## config.mk

```make
export PLATFORM = sky130hd
export DESIGN_NAME = ula_flag_wb
export DESIGN_NICKNAME = d
export VERILOG_FILES = /design/src/rtl/ula_flag_wb.sv
export SDC_FILE = /design/constraint.sdc
export NUM_CORES = 1
export LEC_CHECK = 0
export CORE_MARGIN = 2
export CORE_UTILIZATION = 35
export CTS_CLUSTER_SIZE = 40
export DETAILED_ROUTE_END_ITERATION = 8
export SLEW_MARGIN = 20
export SYNTH_ARGS = -nofsm -noshare
export SYNTH_HDL_FRONTEND = slang
export SYNTH_SLANG_ARGS = --single-unit
```

## constraint.sdc

```tcl
create_clock -name CLK -period 4 [get_ports CLK]
set_input_delay 0.6 -clock CLK [delete_from_list [all_inputs] [get_ports CLK]]
set_output_delay 0.6 -clock CLK [all_outputs]
set_load 0.03 [all_outputs]
```

## src/rtl/ula_flag_wb.sv

```systemverilog
// ula_flag_wb: result/flag stage downstream of the logic ALU.
// The stage holds two results in a FIFO for the register-file write port.
// It keeps the architectural O/C/S/Z flags and commits them when a result
// is accepted, not when it is written back.
// Branch conditions are evaluated only against the committed flags.
module ula_flag_wb #(
   parameter int bits      = 16,
   parameter int REGS_ADDR = 4
) (
   input  logic                 CLK,
   input  logic                 RST,
   // upstream (ALU) side
   input  logic                 IN_VALID,
   output logic                 IN_READY,
   input  logic [bits-1:0]      RESU,
   input  logic                 O,
   input  logic                 C,
   input  logic                 S,
   input  logic                 Z,
   input  logic [4:0]           OP,
   input  logic [REGS_ADDR-1:0] RD,
   input  logic                 WE,
   // register-file write port
   output logic                 OUT_VALID,
   input  logic                 OUT_READY,
   output logic [bits-1:0]      WB_DATA,
   output logic [REGS_ADDR-1:0] WB_ADDR,
   output logic                 WB_EN,
   // flags and branch condition
   output logic [3:0]           FLAGS,
   input  logic [2:0]           COND,
   output logic                 COND_TRUE
);

   // ------------------------------------------------------------------
   // Storage
   // ------------------------------------------------------------------
   logic [bits-1:0]      r_data [0:1];
   logic [REGS_ADDR-1:0] r_addr [0:1];
   logic [1:0]           r_we;
   logic                 r_wr_ptr;
   logic                 r_rd_ptr;
   logic [1:0]           r_count;

   // Committed flags. Bit order is {O,C,S,Z}.
   logic                 r_o;
   logic                 r_c;
   logic                 r_s;
   logic                 r_z;

   // ------------------------------------------------------------------
   // Handshake
   // ------------------------------------------------------------------
   logic w_in_ready;
   logic w_out_valid;
   logic w_push;
   logic w_pop;

   assign w_in_ready  = (r_count != 2'd2);
   assign w_out_valid = (r_count != 2'd0);
   assign w_push      = IN_VALID & w_in_ready;
   assign w_pop       = w_out_valid & OUT_READY;

   // ------------------------------------------------------------------
   // Flag update enables, decoded from the opcode class
   // ------------------------------------------------------------------
   logic w_upd_o;
   logic w_upd_c;
   logic w_upd_s;
   logic w_upd_z;

   // Decide which flags the incoming opcode is allowed to overwrite.
   always_comb begin
      w_upd_o = 1'b0;
      w_upd_c = 1'b0;
      w_upd_s = 1'b0;
      w_upd_z = 1'b0;
      if (OP == 5'b10011 || OP == 5'b11111) begin
         // pass B and const 1 leave all flags alone
      end else if (OP == 5'b10000) begin
         // zero: only Z follows the result
         w_upd_z = 1'b1;
      end else if (OP == 5'b01000 || OP == 5'b01001) begin
         // shifts carry the shifted-out bit in C; O is kept
         w_upd_z = 1'b1;
         w_upd_s = 1'b1;
         w_upd_c = 1'b1;
      end else if (OP[4]) begin
         // remaining logic ops never produce carry or overflow
         w_upd_z = 1'b1;
         w_upd_s = 1'b1;
      end else if (OP[4:3] == 2'b00) begin
         // arithmetic unit owns all four flags
         w_upd_z = 1'b1;
         w_upd_s = 1'b1;
         w_upd_c = 1'b1;
         w_upd_o = 1'b1;
      end
      // other 01xxx codes: no flag change
   end

   // ------------------------------------------------------------------
   // FIFO state: pointers, count and entry storage
   // ------------------------------------------------------------------

   // Advance pointers and count; reset drops everything in flight.
   always_ff @(posedge CLK) begin
      if (RST) begin
         r_wr_ptr <= 1'b0;
         r_rd_ptr <= 1'b0;
         r_count  <= 2'd0;
      end else begin
         if (w_push) r_wr_ptr <= ~r_wr_ptr;
         if (w_pop)  r_rd_ptr <= ~r_rd_ptr;
         case ({w_push, w_pop})
            2'b10:   r_count <= r_count + 2'd1;
            2'b01:   r_count <= r_count - 2'd1;
            default: r_count <= r_count;
         endcase
      end
   end

   // Write the accepted entry into the slot under the write pointer.
   // Stale contents are masked at the outputs when the FIFO is empty,
   // so the storage itself needs no reset.
   always_ff @(posedge CLK) begin
      if (!RST && w_push) begin
         r_data[r_wr_ptr] <= RESU;
         r_addr[r_wr_ptr] <= RD;
         r_we[r_wr_ptr]   <= WE;
      end
   end

   // ------------------------------------------------------------------
   // Architectural flags, committed at push time
   // ------------------------------------------------------------------

   // Overwrite only the flags this opcode class owns.
   always_ff @(posedge CLK) begin
      if (RST) begin
         r_o <= 1'b0;
         r_c <= 1'b0;
         r_s <= 1'b0;
         r_z <= 1'b0;
      end else if (w_push) begin
         if (w_upd_o) r_o <= O;
         if (w_upd_c) r_c <= C;
         if (w_upd_s) r_s <= S;
         if (w_upd_z) r_z <= Z;
      end
   end

   // ------------------------------------------------------------------
   // Outputs
   // ------------------------------------------------------------------
   assign IN_READY  = w_in_ready;
   assign OUT_VALID = w_out_valid;
   assign FLAGS     = {r_o, r_c, r_s, r_z};

   // Present the head entry, forcing zeros when nothing is held.
   always_comb begin
      WB_DATA = '0;
      WB_ADDR = '0;
      WB_EN   = 1'b0;
      if (w_out_valid) begin
         WB_DATA = r_data[r_rd_ptr];
         WB_ADDR = r_addr[r_rd_ptr];
         WB_EN   = OUT_READY & r_we[r_rd_ptr];
      end
   end

   // Branch condition on committed flags only. A push this cycle does not
   // affect the result until after the edge.
   always_comb begin
      COND_TRUE = 1'b0;
      case (COND)
         3'b000:  COND_TRUE = 1'b1;
         3'b001:  COND_TRUE = r_z;
         3'b010:  COND_TRUE = ~r_z;
         3'b011:  COND_TRUE = r_s;
         3'b100:  COND_TRUE = ~r_s;
         3'b101:  COND_TRUE = r_c;
         3'b110:  COND_TRUE = r_o;
         default: COND_TRUE = 1'b0;
      endcase
   end

endmodule
```

==> results of run 1 <==
cells by family (layout without fill, tap and decap cells):
| logic type | Yosys count | after routing | synth area share [%] |
|---|---|---|---|
| and+or+nand+nor | 44 | 44 | 10.1 |
| AOI/OAI and AO/OA | 11 | 11 | 4.05 |
| xor gates and xnor gates | 5 | 5 | 2.08 |
| muxes | 25 | 25 | 11.9 |
| adders and majority gates | 1 | 1 | 0.595 |
| buffers and inverters | 11 | 78 | 2.80 |
| DFF | 51 | 51 | 68.5 |
placed cells by master, fill, tap and decap left out:
cell type	n
sky130_fd_sc_hd__mux2i_1	25
sky130_fd_sc_hd__a31oi_2	1
sky130_fd_sc_hd__o211ai_1	1
sky130_fd_sc_hd__nand4_1	1
sky130_fd_sc_hd__nand2b_1	4
sky130_fd_sc_hd__xnor2_1	2
sky130_fd_sc_hd__o22ai_1	1
sky130_fd_sc_hd__o2111ai_2	1
sky130_fd_sc_hd__nor2_1	29
sky130_fd_sc_hd__o21ai_1	1
sky130_fd_sc_hd__nand2b_2	1
sky130_fd_sc_hd__a21oi_1	2
sky130_fd_sc_hd__and4bb_2	1
sky130_fd_sc_hd__nor3_2	1
sky130_fd_sc_hd__xor2_1	3
sky130_fd_sc_hd__o21ai_0	2
sky130_fd_sc_hd__ha_1	1
sky130_fd_sc_hd__or3_1	1
sky130_fd_sc_hd__nor3b_2	1
sky130_fd_sc_hd__a22o_1	1
sky130_fd_sc_hd__buf_4	4
sky130_fd_sc_hd__nand3b_1	1
sky130_fd_sc_hd__a311o_1	1
sky130_fd_sc_hd__dfxtp_1	9
sky130_fd_sc_hd__edfxtp_1	42
sky130_fd_sc_hd__nor3b_1	1
sky130_fd_sc_hd__nand2_1	2
sky130_fd_sc_hd__clkdlybuf4s50_1	64
sky130_fd_sc_hd__clkinvlp_4	1
sky130_fd_sc_hd__nand4b_1	1
sky130_fd_sc_hd__clkbuf_8	5
sky130_fd_sc_hd__clkinv_1	2
sky130_fd_sc_hd__inv_1	2
worst min-delay path, cell delays in order (launching register included):
cell and delay (ns):
sky130_fd_sc_hd__dfxtp_1 0.35, sky130_fd_sc_hd__nand2b_1 0.08, sky130_fd_sc_hd__mux2i_1 0.06
worst min-delay path by stage:
stage                     startpoint  depth (start not counted)  slack, ns  endpoint
after floorplan                  r_z                          2       0.47       r_z
after global placement           r_s                          2       0.51       r_s
after detailed placement         r_z                          2       0.51       r_z
after CTS                        r_z                          2       0.53       r_z
after global routing             r_z                          2       0.57       r_z
final                            r_s                          2       0.53       r_s
where the power goes:
part	total, mW	switching (mW)	internal [mW]
clock	0.281	0.162	0.119
sequential	0.674	0.0313	0.643
combinational	0.855	0.495	0.360
Yosys cell counts:
cell / count / area [sq um]
sky130_fd_sc_hd__a311o_1: 1 / 10.0
sky130_fd_sc_hd__ha_1: 1 / 12.5
sky130_fd_sc_hd__nand2_1: 2 / 7.51
sky130_fd_sc_hd__o22ai_1: 1 / 6.26
sky130_fd_sc_hd__mux2i_1: 25 / 250
sky130_fd_sc_hd__o2111ai_2: 1 / 15.0
sky130_fd_sc_hd__or3_1: 1 / 6.26
sky130_fd_sc_hd__a21oi_1: 2 / 10.0
sky130_fd_sc_hd__nor3b_1: 2 / 15.0
sky130_fd_sc_hd__nand4_1: 1 / 6.26
sky130_fd_sc_hd__nand2b_1: 4 / 25.0
sky130_fd_sc_hd__buf_2: 2 / 10.0
sky130_fd_sc_hd__nand2b_2: 1 / 8.76
sky130_fd_sc_hd__and4bb_2: 1 / 12.5
sky130_fd_sc_hd__o21ai_0: 2 / 10.0
sky130_fd_sc_hd__inv_1: 2 / 7.51
sky130_fd_sc_hd__xnor2_1: 2 / 17.5
sky130_fd_sc_hd__nor3_1: 1 / 5.00
sky130_fd_sc_hd__nand3b_1: 1 / 7.51
sky130_fd_sc_hd__a22o_1: 1 / 8.76
sky130_fd_sc_hd__o21ai_1: 1 / 5.00
sky130_fd_sc_hd__buf_4: 4 / 30.0
sky130_fd_sc_hd__o211ai_1: 1 / 7.51
sky130_fd_sc_hd__nand4b_1: 1 / 8.76
sky130_fd_sc_hd__dfxtp_1: 9 / 180
sky130_fd_sc_hd__clkbuf_1: 3 / 11.3
sky130_fd_sc_hd__nor2_1: 29 / 109
sky130_fd_sc_hd__xor2_1: 3 / 26.3
sky130_fd_sc_hd__a31oi_2: 1 / 12.5
sky130_fd_sc_hd__edfxtp_1: 42 / 1260
flip-flops by register name, summed over array words and instances (netlist names), named ones only:
register and cells:
r_addr 8, r_c 1, r_count 2, r_data 32, r_o 1, r_rd_ptr 1, r_s 1, r_we 2
r_wr_ptr 1, r_z 1
per-layer routing:
metal / up-vias / routed length [um] / share of wire (%) / track usage (%)
li1: 666 / - / - / -
met1: 645 / 1450 / 36 / 12.7
met3: 8 / 253 / 6.3 / 4.29
met5: - / 0 / 0 / 0
met2: 47 / 2210 / 55 / 24.2
met4: 0 / 71 / 1.8 / 6.44
area by class of cell:
class | instances | area [sq um]
Inverter | 2 | 7.51
Multi-Input combinational cell | 86 | 613
Clock inverter | 3 | 15.0
Clock buffer | 5 | 68.8
Timing Repair Buffer | 68 | 671
Fill cell | 500 | 2940
Tap cell | 75 | 93.8
Sequential cell | 51 | 1440
==> qor.txt, run 1 <==
number of cells on the worst reg-to-reg path - 4
wire length reported by the detailed router - 3990 um
startpoint types - input pin
Max stage delay cell, worst path - sky130_fd_sc_hd__clkdlybuf4s50_1
Post-Route Utilization - 49.7%
combined area of all synthesized cells - 2100 sq um
Worst Path Class, Setup - input pin to primary output
CORE AREA - 5850 sq um
Levels on crit path - 5
via/cell ratio - 4.71
number of top-level pins - 65
final worst slack - 1.01 ns
Worst Path Max Fanout - 5
number of antenna violations at the first check in global routing - 0
maximum count of clock buffers along a single path - 2
placed wire-length estimate after detailed placement - 2900 um
power after layout - 1.81 mW
layout overhead on the synthesized area - 38.4%
Worst Clk Skew - 0.00453 ns
leakage power total - 0.978 nW
number of standard-cell rows in the floorplan - 28
share of final-layout standard cells stronger than drive strength 1 - 7.44%
pre-CTS setup slack - 1.02 ns
root cell of the clock tree - sky130_fd_sc_hd__clkbuf_8
worst flop-to-flop path endpoint - r_data[1][0]
Iter 0 DRT Violations - 36
slowest cell delay on critical path - 0.59 ns
Final GP Congestion - 0.726
#FFs+latches synth - 51
RSZ-0062 raised after global routing - false
Num CTS Buffers - 5
r2r setup slk - 2.01 ns
Yosys warning count - 0
total global routing track utilization - 13.0%
WP data required - 3.40 ns
global-route wire length before repair - 6310 um
final routed DRC violation total - 0
Die W - 81.5 um
Die Outline Area - 6650 sq um
worst min-delay path category - flop to flop
Final Non-Filler Cells - 290
clock tree from TritonCTS - done
Buffers on Ports - 64
family with the most delay on the worst path - buffers and inverters
count of instances resized after the clock tree is built - 0
worst supply voltage drop on vdd - 0.318 mV
via total after detailed routing - 1366
maximum number of pins on one net before global-route repair - 21
CTS sink count - 51
post-CTS clock slew at the launch and capture registers of the worst setup and hold paths - 0.09 ns
CTS Hold Buffers Added - 0
Final Max Slew Viols - 0
list of cells traversed by the critical path - clkdlybuf4s50_1 -> o22ai_1 -> a311o_1 -> a22o_1 -> clkdlybuf4s50_1
total power per unit cell area - 622 nW/um^2
number of setup violations in the final report - 0
max-slew headroom at the worst pin - 56.8%
total count of hold-check failures in the final report - 0
actual transition at the worst max-transition pin - 0.646 ns
placed standard-cell area - 2830 sq um
later-pin clock latency in the skew report - 0.30 ns
sequential cell area fraction in the yosys report - 68.5%
number of instances in the synthesized netlist - 148
worst r2r src - r_count[0]
outcome - complete, no violations
Critical Path End - COND_TRUE
Max H-tree Level - 2
worst hold slack across all endpoints - 0.530 ns
portion of the clock cycle consumed by the worst path in the final layout - 74.6%
final instance area - 2910 sq um
launching instance or port of the critical path - COND[1]
overall overflow remaining after global route - 0
Starting Density - 35.9%
syn nets - 186
final sum of negative setup slack - 0 ns
Max-Cap Viols - 0
endpoint class of the critical path - primary output
first-pass iteration count of the detailed router - 4
sum of buffers and inverters on the critical path - 2
total number of nets in the final design - 252
Post-CTS Setup Inserts - 0
via count of the first global-routing pass - 1404
worst path arrival time - 2.39 ns
# placed instances - 282
Distinct cells, synth - 30
clock period minus final worst setup slack - 2.99 ns
fmax - 0.335 GHz
most frequent cell on the critical path - sky130_fd_sc_hd__clkdlybuf4s50_1
per-instance average area after synthesis - 14.2 sq um
antenna fix cells - 0
post-route ant nets - 0
wire length per cell after detailed routing - 13.8 um
floorplan die height - 81.5 um
Power figures use the tool's default switching activity.
==> inputs of run 2 (changes only) <==
PLACE_DENSITY = 0.65   (was unset)
clock period = 2.45 ns   (was 4 ns; I/O delays follow)
==> qor.txt, run 2 (synthesized netlist as in run 1, its figures left out) <==
final worst slack - 0.180 ns
Worst Clk Skew - 0.00791 ns
number of antenna violations at the first check in global routing - 0
Die W - 81.5 um
CTS sink count - 51
outcome - complete, no violations
root cell of the clock tree - sky130_fd_sc_hd__clkbuf_8
pre-CTS setup slack - -0.0540 ns
via total after detailed routing - 1335
clock period minus final worst setup slack - 2.27 ns
first-pass iteration count of the detailed router - 4
max-slew headroom at the worst pin - 69.7%
number of setup violations in the final report - 0
clock tree from TritonCTS - done
Worst Path Max Fanout - 4
flip-flop count of the largest register after layout - 32
placed wire-length estimate after detailed placement - 2840 um
total number of nets in the final design - 257
maximum count of clock buffers along a single path - 2
worst min-delay path category - flop to flop
leakage power total - 1.02 nW
Max H-tree Level - 2
total global routing track utilization - 12.2%
CORE AREA - 5850 sq um
post-route ant nets - 0
RSZ-0062 raised after global routing - false
endpoint class of the critical path - primary output
Die Outline Area - 6650 sq um
floorplan die height - 81.5 um
antenna fix cells - 0
highest-count cells in the layout ignoring fill and taps - sky130_fd_sc_hd__clkdlybuf4s50_1, sky130_fd_sc_hd__edfxtp_1, sky130_fd_sc_hd__nor2_1, sky130_fd_sc_hd__mux2i_1
portion of the clock cycle consumed by the worst path in the final layout - 92.7%
power after layout - 3.02 mW
Post-CTS Setup Inserts - 0
worst hold slack across all endpoints - 0.525 ns
via count of the first global-routing pass - 1334
total count of hold-check failures in the final report - 0
Starting Density - 35.9%
WP data required - 2.08 ns
Largest Register - r_data
later-pin clock latency in the skew report - 0.30 ns
Final GP Congestion - 0.705
Iter 0 DRT Violations - 63
worst path arrival time - 1.90 ns
largest registers - r_data x32, r_addr x8
startpoint types - input pin
actual transition at the worst max-transition pin - 0.450 ns
Worst Path Class, Setup - input pin to primary output
Buffers on Ports - 64
Num CTS Buffers - 5
Final Non-Filler Cells - 295
# placed instances - 287
post-CTS clock slew at the launch and capture registers of the worst setup and hold paths - 0.09 ns
final sum of negative setup slack - 0 ns
number of top-level pins - 65
final routed DRC violation total - 0
Max-Cap Viols - 0
most common cell after layout, fill and taps aside - sky130_fd_sc_hd__clkdlybuf4s50_1
total power per unit cell area - 1010 nW/um^2
number of standard-cell rows in the floorplan - 28
overall overflow remaining after global route - 0
via/cell ratio - 4.53
layout overhead on the synthesized area - 41.5%
worst supply voltage drop on vdd - 0.544 mV
global-route wire length before repair - 5950 um
number of filler cells placed in the layout - 509
wire length reported by the detailed router - 3910 um
fmax - 0.440 GHz
Final Max Slew Viols - 0
maximum number of pins on one net before global-route repair - 16
wire length per cell after detailed routing - 13.3 um
share of final-layout standard cells stronger than drive strength 1 - 10.5%
[run 2: cell type report]
| cell class | count | area, sq um | area share (%) |
|---|---|---|---|
| Timing Repair Buffer | 73 | 707 | 23.7 |
| Inverter | 2 | 7.51 | 0.252 |
| Multi-Input combinational cell | 86 | 633 | 21.3 |
| Sequential cell | 51 | 1440 | 48.4 |
| Clock inverter | 2 | 11.3 | 0.378 |
| Clock buffer | 6 | 82.6 | 2.77 |
| Tap cell | 75 | 93.8 | 3.15 |
[run 2: repair_timing]
| action | 4_1_cts | 5_1_grt |
|---|---|---|
| hold buffers | 0 | 0 |
| endpoints found under the setup margin | 15 | 12 |
| resized for setup | 2 | 1 |
[run 2: metrics by stage]
stage | area [sq um] | utilization (%)
6_report | 2980 | 50.9
5_1_grt | 2980 | 50.9
4_1_cts | 2970 | 50.8
3_5_place_dp | 2880 | 49.2
3_3_place_gp | 2880 | 49.2
2_1_floorplan | 2110 | -
[run 2: path summary, 6_finish.rpt]
kind,start,to,slack [ns],depth (start not counted)
worst min-delay path,r_s,r_s,0.53,2
worst max register to register,r_count[0],r_count[1],0.63,5
worst min register to register,r_s,r_s,0.53,2
worst max-delay path,COND[1],COND_TRUE,0.18,5
[run 2: per-layer routing]
metal	global-route usage, %	part of all wire (%)	vias up
met3	5.05	8.3	5
met5	0	0	-
li1	-	-	674
met1	13.6	42	606
met2	20.4	48	50
met4	5.59	1.0	0
[run 2: power breakdown]
part	internal [mW]	total, mW	switching [mW]
combinational	0.611	1.42	0.813
clock	0.226	0.484	0.258
sequential	1.05	1.11	0.0623
[run 2: critical path, cell delays in order]
cell and delay [ns]:
sky130_fd_sc_hd__clkdlybuf4s50_1 0.53, sky130_fd_sc_hd__o22ai_1 0.10, sky130_fd_sc_hd__a311o_1 0.33, sky130_fd_sc_hd__a22o_1 0.22, sky130_fd_sc_hd__dlygate4sd2_1 0.35
==> inputs of run 3 (changes only) <==
SLEW_MARGIN = unset   (was 20)
==> results of run 3 <==
No change in the layout: final DEF, timing and power equal those of run 2.
